==> config.mk <==
export PLATFORM = sky130hd
export DESIGN_NAME = seg_scan_ctrl
export DESIGN_NICKNAME = d
export VERILOG_FILES = /design/src/rtl/seg_scan_ctrl.sv
export SDC_FILE = /design/constraint.sdc
export NUM_CORES = 1
export LEC_CHECK = 0
export CORE_AREA = 2 2 110 112
export CTS_BUF_LIST = sky130_fd_sc_hd__clkbuf_8
export DETAILED_ROUTE_END_ITERATION = 16
export DIE_AREA = 0 0 112 114
export SLEW_MARGIN = 5
export SYNTH_ARGS = -nofsm -noshare
export SYNTH_HDL_FRONTEND = slang
export SYNTH_SLANG_ARGS = --single-unit
==> constraint.sdc <==
create_clock -name clk -period 2.3 [get_ports clk]
set_input_delay 0.46 -clock clk [delete_from_list [all_inputs] [get_ports clk]]
set_output_delay 0.46 -clock clk [all_outputs]
set_load 0.05 [all_outputs]
==> src/rtl/seg_scan_ctrl.sv <==
// ---------------------------------------------------------------------------
// seg_scan_ctrl
//   Time-multiplexed scan controller for a DIGITS-wide common-segment
//   7-segment display. A packed BCD word is held in a shadow register and
//   shown one digit per scan slot. Each slot lasts SCAN_DIV clk cycles.
//   The active nibble is decoded onto a shared segment bus. A load/busy
//   handshake lets new values enter the shadow register only at a frame
//   boundary, so one frame never shows a mix of old and new digits.
//
//   Optional feature (compile-time macro LEADING_ZERO_BLANK_EN):
//     A zero digit is blanked when every more-significant digit is also
//     zero. Digit 0 is never blanked. When the macro is not defined, every
//     digit is decoded literally.
//
// Parameters
//   DIGITS      number of scanned digits, 1..8
//   SCAN_DIV    clk cycles per digit slot, >= 2
//
// Ports
//   clk         system clock, rising edge
//   rst_n       synchronous reset, active-low
//   en          1 = scanning; 0 = display blanked, divider and index hold
//   load        1-cycle strobe, captures bcd_in into the pending buffer
//   bcd_in      packed BCD, [3:0] = digit 0 (least significant)
//   busy        a pending value has not yet reached the display
//   dig_sel     one-hot digit enable, active-high, bit0 = digit 0
//   codeout     segment pattern g..a, active-high
//   frame_done  1-cycle pulse when the digit index wraps to 0
// ---------------------------------------------------------------------------
module seg_scan_ctrl #(
    parameter int DIGITS   = 4,
    parameter int SCAN_DIV = 50000
) (
    input  logic                  clk,
    input  logic                  rst_n,
    input  logic                  en,
    input  logic                  load,
    input  logic [4*DIGITS-1:0]   bcd_in,
    output logic                  busy,
    output logic [DIGITS-1:0]     dig_sel,
    output logic [6:0]            codeout,
    output logic                  frame_done
);

    localparam int DIV_W = $clog2(SCAN_DIV);
    localparam int IDX_W = (DIGITS > 1) ? $clog2(DIGITS) : 1;

    localparam logic [DIV_W-1:0] DIV_LAST = DIV_W'(SCAN_DIV - 1);
    localparam logic [IDX_W-1:0] IDX_LAST = IDX_W'(DIGITS - 1);

    // Segment encoding, bit6..bit0 = g..a
    function automatic logic [6:0] seg_decode(input logic [3:0] nib);
        logic [6:0] seg;
        case (nib)
            4'd0:    seg = 7'b0111111;
            4'd1:    seg = 7'b0000110;
            4'd2:    seg = 7'b1011011;
            4'd3:    seg = 7'b1001111;
            4'd4:    seg = 7'b1100110;
            4'd5:    seg = 7'b1101101;
            4'd6:    seg = 7'b1111101;
            4'd7:    seg = 7'b0000111;
            4'd8:    seg = 7'b1111111;
            4'd9:    seg = 7'b1101111;
            default: seg = 7'b0000000;   // non-BCD nibbles stay dark
        endcase
        return seg;
    endfunction

    // State registers
    logic [DIV_W-1:0]    div_cnt_q, div_cnt_d;
    logic [IDX_W-1:0]    idx_q,     idx_d;
    logic [4*DIGITS-1:0] shadow_q,  shadow_d;
    logic [4*DIGITS-1:0] pending_q, pending_d;
    logic                busy_q,    busy_d;

    // Registered outputs
    logic [DIGITS-1:0]   dig_sel_q,    dig_sel_d;
    logic [6:0]          codeout_q,    codeout_d;
    logic                frame_done_q, frame_done_d;

    // Internal combinational signals
    logic                div_tc;
    logic                frame_wrap;
    logic                commit;
    logic [3:0]          cur_nib;
    logic [6:0]          seg_show;

    // -----------------------------------------------------------------------
    // Slot divider and digit index
    // -----------------------------------------------------------------------
    always_comb begin
        div_tc     = (div_cnt_q == DIV_LAST);
        frame_wrap = en && div_tc && (idx_q == IDX_LAST);
        div_cnt_d  = div_cnt_q;
        idx_d      = idx_q;
        if (en) begin
            if (div_tc) begin
                div_cnt_d = '0;
                idx_d     = (idx_q == IDX_LAST) ? '0 : idx_q + 1'b1;
            end else begin
                div_cnt_d = div_cnt_q + 1'b1;
            end
        end
    end

    // -----------------------------------------------------------------------
    // Load / commit handshake
    //   When the display is blanked (en=0), nothing is visible that could
    //   tear, so a pending value is committed on the next cycle. If a load
    //   arrives in the same cycle as a commit, the shadow register takes the
    //   old pending value and busy stays set for the new one.
    // -----------------------------------------------------------------------
    always_comb begin
        commit    = busy_q && (frame_wrap || !en);
        shadow_d  = commit ? pending_q : shadow_q;
        pending_d = load ? bcd_in : pending_q;
        if (load) begin
            busy_d = 1'b1;
        end else if (commit) begin
            busy_d = 1'b0;
        end else begin
            busy_d = busy_q;
        end
    end

    // -----------------------------------------------------------------------
    // Active digit select and segment decode
    // -----------------------------------------------------------------------
    always_comb begin
        cur_nib = 4'd0;
        for (int i = 0; i < DIGITS; i++) begin
            if (idx_q == IDX_W'(i)) begin
                cur_nib = shadow_q[4*i +: 4];
            end
        end
    end

`ifdef LEADING_ZERO_BLANK_EN
    logic upper_zero;

    // Check whether every digit above the active one is zero.
    always_comb begin
        upper_zero = 1'b1;
        for (int i = 0; i < DIGITS; i++) begin
            if ((int'(idx_q) < i) && (shadow_q[4*i +: 4] != 4'd0)) begin
                upper_zero = 1'b0;
            end
        end
    end

    always_comb begin
        if ((idx_q != '0) && (cur_nib == 4'd0) && upper_zero) begin
            seg_show = 7'b0000000;
        end else begin
            seg_show = seg_decode(cur_nib);
        end
    end
`else
    always_comb begin
        seg_show = seg_decode(cur_nib);
    end
`endif

    always_comb begin
        dig_sel_d    = en ? (DIGITS'(1) << idx_q) : '0;
        codeout_d    = en ? seg_show : 7'b0000000;
        frame_done_d = frame_wrap;
    end

    // -----------------------------------------------------------------------
    // Registers
    // -----------------------------------------------------------------------
    always_ff @(posedge clk) begin
        if (!rst_n) begin
            div_cnt_q    <= '0;
            idx_q        <= '0;
            shadow_q     <= '0;
            pending_q    <= '0;
            busy_q       <= 1'b0;
            dig_sel_q    <= '0;
            codeout_q    <= 7'b0000000;
            frame_done_q <= 1'b0;
        end else begin
            div_cnt_q    <= div_cnt_d;
            idx_q        <= idx_d;
            shadow_q     <= shadow_d;
            pending_q    <= pending_d;
            busy_q       <= busy_d;
            dig_sel_q    <= dig_sel_d;
            codeout_q    <= codeout_d;
            frame_done_q <= frame_done_d;
        end
    end

    assign busy       = busy_q;
    assign dig_sel    = dig_sel_q;
    assign codeout    = codeout_q;
    assign frame_done = frame_done_q;

endmodule

Yosys cells after proc, flatten, opt, wreduce, memory -nomap -nowiden
Memories as Yosys holds them, arrays and structs flattened. A register that Yosys moved wholly into a read port is not among the register bits.
Index checks and enable logic that the tools add are counted.
{"block": "word_totals", "inputBits": 20, "mem_count": 1, "ff_bits": 56, "wordCells": 33, "romBits": 112, "out_inout_bits": 13}
{"name": "(no name shown)", "words": 16, "word_bits": 7, "read_ports": 1, "rd_clocked_by_memory_dff": 1, "wr": 0, "line_no": "54", "text": "case (nib)"}
{"block": "classes", "n_addsub": 2, "shifts": 1, "n_reduce_logical": 10, "n_eq_ne": 4, "mux": 8}
{"op": "16-bit by 1-bit adder with 16-bit output, second input constant", "count": 1}
{"op": "16-bit == test, second input constant", "count": 1}
{"op": "16-bit two-way mux", "count": 1}
{"op": "4-bit two-way mux", "count": 4}
{"op": "2-bit == test, second input constant", "count": 2}
{"op": "2-bit AND reduction", "count": 2}
{"op": "1-bit by 2-bit << shifter with 4-bit output, first input constant", "count": 1}
{"op": "1-bit logical AND", "count": 3}
{"op": "2-bit by 1-bit adder with 2-bit output, second input constant", "count": 1}
{"op": "2-bit by 1-bit == test with 1-bit output, second input constant", "count": 1}
{"op": "1-bit zero test", "count": 2}
{"op": "2-bit zero test", "count": 1}
{"op": "1-bit two-way mux", "count": 2}
{"op": "2-bit two-way mux", "count": 1}
{"op": "2-bit nonzero test", "count": 1}
{"op": "1-bit logical OR", "count": 1}

Longest topological paths before layout
{"block": "logic_depth", "word_depth": 7, "depth_mapped": 10, "ltp_nobuf": 10}

Worst setup path after synthesis
Ideal clock, no wire load.
{"block": "synth_timing", "kind": "flip-flop to flip-flop", "startpoint": "reg idx_q[0]", "endpoint": "reg codeout_q[0], in the netlist codeout[0]", "setup_slack_ns": 0.134, "required_time_ns": 2.213, "path_stages_with_launch": 10, "t_arrival_ns": 2.078, "n_path_buf": 1, "setup_time_ns": 0.087, "synth_period_minus_slack_ns": 2.166, "path_cell_list": "dfxtp_1 > ha_1 > buf_2 > nor3b_1 > a211oi_1 > inv_1 > ha_1 > nor2_1 > o211ai_1 > o31ai_1"}
{"block": "synth_via", "elab_chain_cells": 5, "word_cells_on_any_way": 8, "cone_classes": "eq/ne (3); mux (4); reduce/logical (1)"}
{"item": "start: declaration", "line_no": "72", "text": "logic [IDX_W-1:0] idx_q, idx_d;"}
{"item": "start signal: assignment", "line_no": "186", "text": "idx_q <= idx_d;"}
{"item": "2-bit zero test", "line_no": "133", "text": "if (idx_q == IDX_W'(i)) begin"}
{"item": "4-bit two-way mux (3 in series)", "line_no": "133"}
{"item": "4-bit two-way mux (*)", "line_no": "133"}
{"item": "end: declaration", "line_no": "79", "text": "logic [6:0] codeout_q, codeout_d;"}
Every way passes the cells marked *; elsewhere a longest branch is shown, timed or not.
A chain may end at the register's enable or synchronous reset.

Final worst setup path
{"block": "layout_timing", "startpoint": "reg idx_q[1]", "endpoint": "reg codeout_q[5], in the netlist codeout[5]"}
The elaborated chain is that of the path after synthesis.

==> flow_summary.json <==
{
  "area_growth_pct": 26.2,
  "cellPowerDensity_mw_per_mm2": 659,
  "gp_congestion": 0.828,
  "min_period_ps": 2160,
  "async_flop_share_pct": 0,
  "antenna_found_initial": 0,
  "fin_hold_ws_ps": 450,
  "grt_pass1_vias": 1944,
  "layout_commonest_cell": "dfxtp_1",
  "synth_area_per_cell_um2": 9.28,
  "drc": 0,
  "dieArea_mm2": 0.0128,
  "nNetsFinal": 365,
  "netlist_area_mm2": 0.00274,
  "root_buffer": "clkbuf_8",
  "peakVddDrop_uv": 235,
  "diodes": 0,
  "insertion_delay_ps": 350,
  "worstPathCellList": "inv_1 > ha_2 > a211oi_1 > o21ai_0 > nand2_1 > inv_1 > ha_1 > or3_1 > o21ai_0",
  "drtAntennaViolNets": 0,
  "grt_first_pass_wirelength_um": 8990,
  "critPathCaptureType": "flip-flop",
  "start_util_pct": 23.4,
  "track_usage_pct": 8.87,
  "grt_setup_unrepaired": "false",
  "cts_setup_buffers": 0,
  "ys_warn_count": 0,
  "first_pass_iters": 4,
  "post-route-period-util_pct": 93.8,
  "critPathMaxFanout": 8,
  "skew_ps": 12.1,
  "port_buffers": 32,
  "post_drt_wl_per_cell_um": 10.8,
  "status": "completed",
  "synth_flop_cell": "dfxtp_1",
  "cp.arrival_ps": 2420,
  "via_count": 2061,
  "hold_class": "reg2reg",
  "fillers": 1265,
  "drv_slew": 0,
  "cts_tree": "yes",
  "drive_gt1_share_pct": 9.44,
  "overflow": 0,
  "final_cell_mix": "dfxtp_1, nand2_1, clkdlybuf4s50_1, nor2b_1, nor2_1",
  "startpoint_type": "flip-flop",
  "cts_buffers": 9,
  "placementRows": 40,
  "cellLeakagePower_nw": 1.32,
  "die_w_um": 112,
  "dp_hpwl_um": 3820,
  "critical-path-slowest-cell": "dfxtp_1",
  "initialDrtViolationCount": 60,
  "worstSetupPathType": "reg2reg",
  "synth_xor_area_share_pct": 5.12,
  "worst_pin_slew_ps": 517,
  "synth_top_family_by_area": "simple AND/OR/NAND/NOR gates",
  "tns_ps": 0,
  "cts-htree-levels": 3,
  "synth-seq-cells": 63,
  "vias_per_cell": 4.24,
  "synth_cells": 295,
  "synth.distinct_cells": 37,
  "synth_fp_nets": 326,
  "fp.dieH_um": 114,
  "ioPinCount": 33,
  "max_freq_mhz": 463,
  "cp.required_ps": 2570,
  "ys_seq_area_share_pct": 46.1,
  "fin_util_pct": 29.5,
  "synth_compound_area_share_pct": 8.92,
  "grt_start_max_net_pins": 40,
  "synth_fa_ha_area_share_pct": 5.03,
  "wl_um": 5240,
  "drv_cap": 0,
  "setup_viol": 0,
  "muxShareOfSynthArea_pct": 6.58,
  "synth_edf_count": 0,
  "synthSimpleGateAreaFrac_pct": 24.6,
  "path_clk_slew_ps": 70,
  "slowest_delay_ps": 410,
  "cts.path.max_buffers": 2,
  "core-area_mm2": 0.0117,
  "hold_viol_final": 0,
  "maxSlewHeadroom_pct": 65.4,
  "cts_sinks": 63
}
[worst max-delay path, delay by kind of cell (launching register included)]
family	cells	cell delay [ps]
AOI/OAI and AO/OA	3	520
adders and majority gates	2	450
buffers and inverters	2	210
and+or+nand+nor	2	510
DFF	1	410
[routing by layer]
| metal | vias up | share of wire [%] | GRT usage (%) |
|---|---|---|---|
| li1 | 1090 | - | - |
| met1 | 930 | 50 | 11.3 |
| met2 | 31 | 44 | 13.5 |
| met3 | 10 | 3.8 | 3.08 |
| met4 | 0 | 2.0 | 4.15 |
| met5 | - | 0 | 0 |
[metrics by stage]
stage | worst slack [ps] | total power [W] | instances | instance area, um2
detailed placement | 83.9 | 0.00137 | 470 | 3250
floorplan | 134 | 0.00129 | 295 | 2740
global route | 17.8 | 0.00237 | 486 | 3450
global placement | 116 | 0.00136 | 470 | 3250
CTS | 109 | 0.00231 | 486 | 3450
finish | 142 | 0.00228 | 486 | 3450
[cell usage after synthesis, drive strengths merged, types with 7 or more instances]
cell type,instances,area [um2]
a21oi,7,35.0
nand2,32,120
nand3,19,95.1
nor2b,24,150
nor2,22,82.6
dfxtp,63,1260
ha,11,138
buf,7,52.5
clkbuf,8,30.0
o21ai,22,110
xor2,10,87.6
mux2i,18,180
[path summary, 6_finish.rpt]
kind / endpoint / slack [ps] / startpoint / cells past startpoint
max reg2reg: codeout[5]$_SDFF_PN0_ / 140 / idx_q[1]$_SDFFE_PN0P_ / 9
max: codeout[5]$_SDFF_PN0_ / 140 / idx_q[1]$_SDFFE_PN0P_ / 9
min: shadow_q[2]$_SDFFE_PN0P_ / 450 / shadow_q[2]$_SDFFE_PN0P_ / 2
min reg2reg: shadow_q[2]$_SDFFE_PN0P_ / 450 / shadow_q[2]$_SDFFE_PN0P_ / 2
[sequential cells by signal, summed over array words and instances, names as in the netlist]
name / cells
div_cnt_q: 16
idx_q: 2
busy: 1
codeout: 7
shadow_q: 16
pending_q: 16
frame_done: 1
dig_sel: 4
[repair_timing]
item	4_1_cts	5_1_grt
setup endpoints to repair	0	5
hold buffers	0	0
resized for setup	0	2
[cells by family after synthesis]
logic type / Yosys count
AOI/OAI and AO/OA: 41
and+or+nand+nor: 126
adders and majority gates: 11
buffers and inverters: 20
DFF: 63
muxes: 18
xor gates and xnor gates: 16
[layout make-up]
| type | instances | area, um2 | area share (%) |
|---|---|---|---|
| well taps | 147 | 184 | 5.32 |
| flip-flops and latches | 63 | 1260 | 36.5 |
| clock inverters | 7 | 73.8 | 2.14 |
| clock buffers | 9 | 124 | 3.59 |
| repair buffers | 43 | 415 | 12.0 |
| inverters | 5 | 18.8 | 0.543 |
| multi-input cells | 212 | 1380 | 39.8 |
[where the power goes]
part	switching, W	internal [W]	total, W
Sequential	0.0000202	0.00113	0.00115
Combinational	0.000101	0.0000911	0.000192
Clock	0.000437	0.000501	0.000938
Total	0.000558	0.00172	0.00228
(Power assumes the default switching activity.)
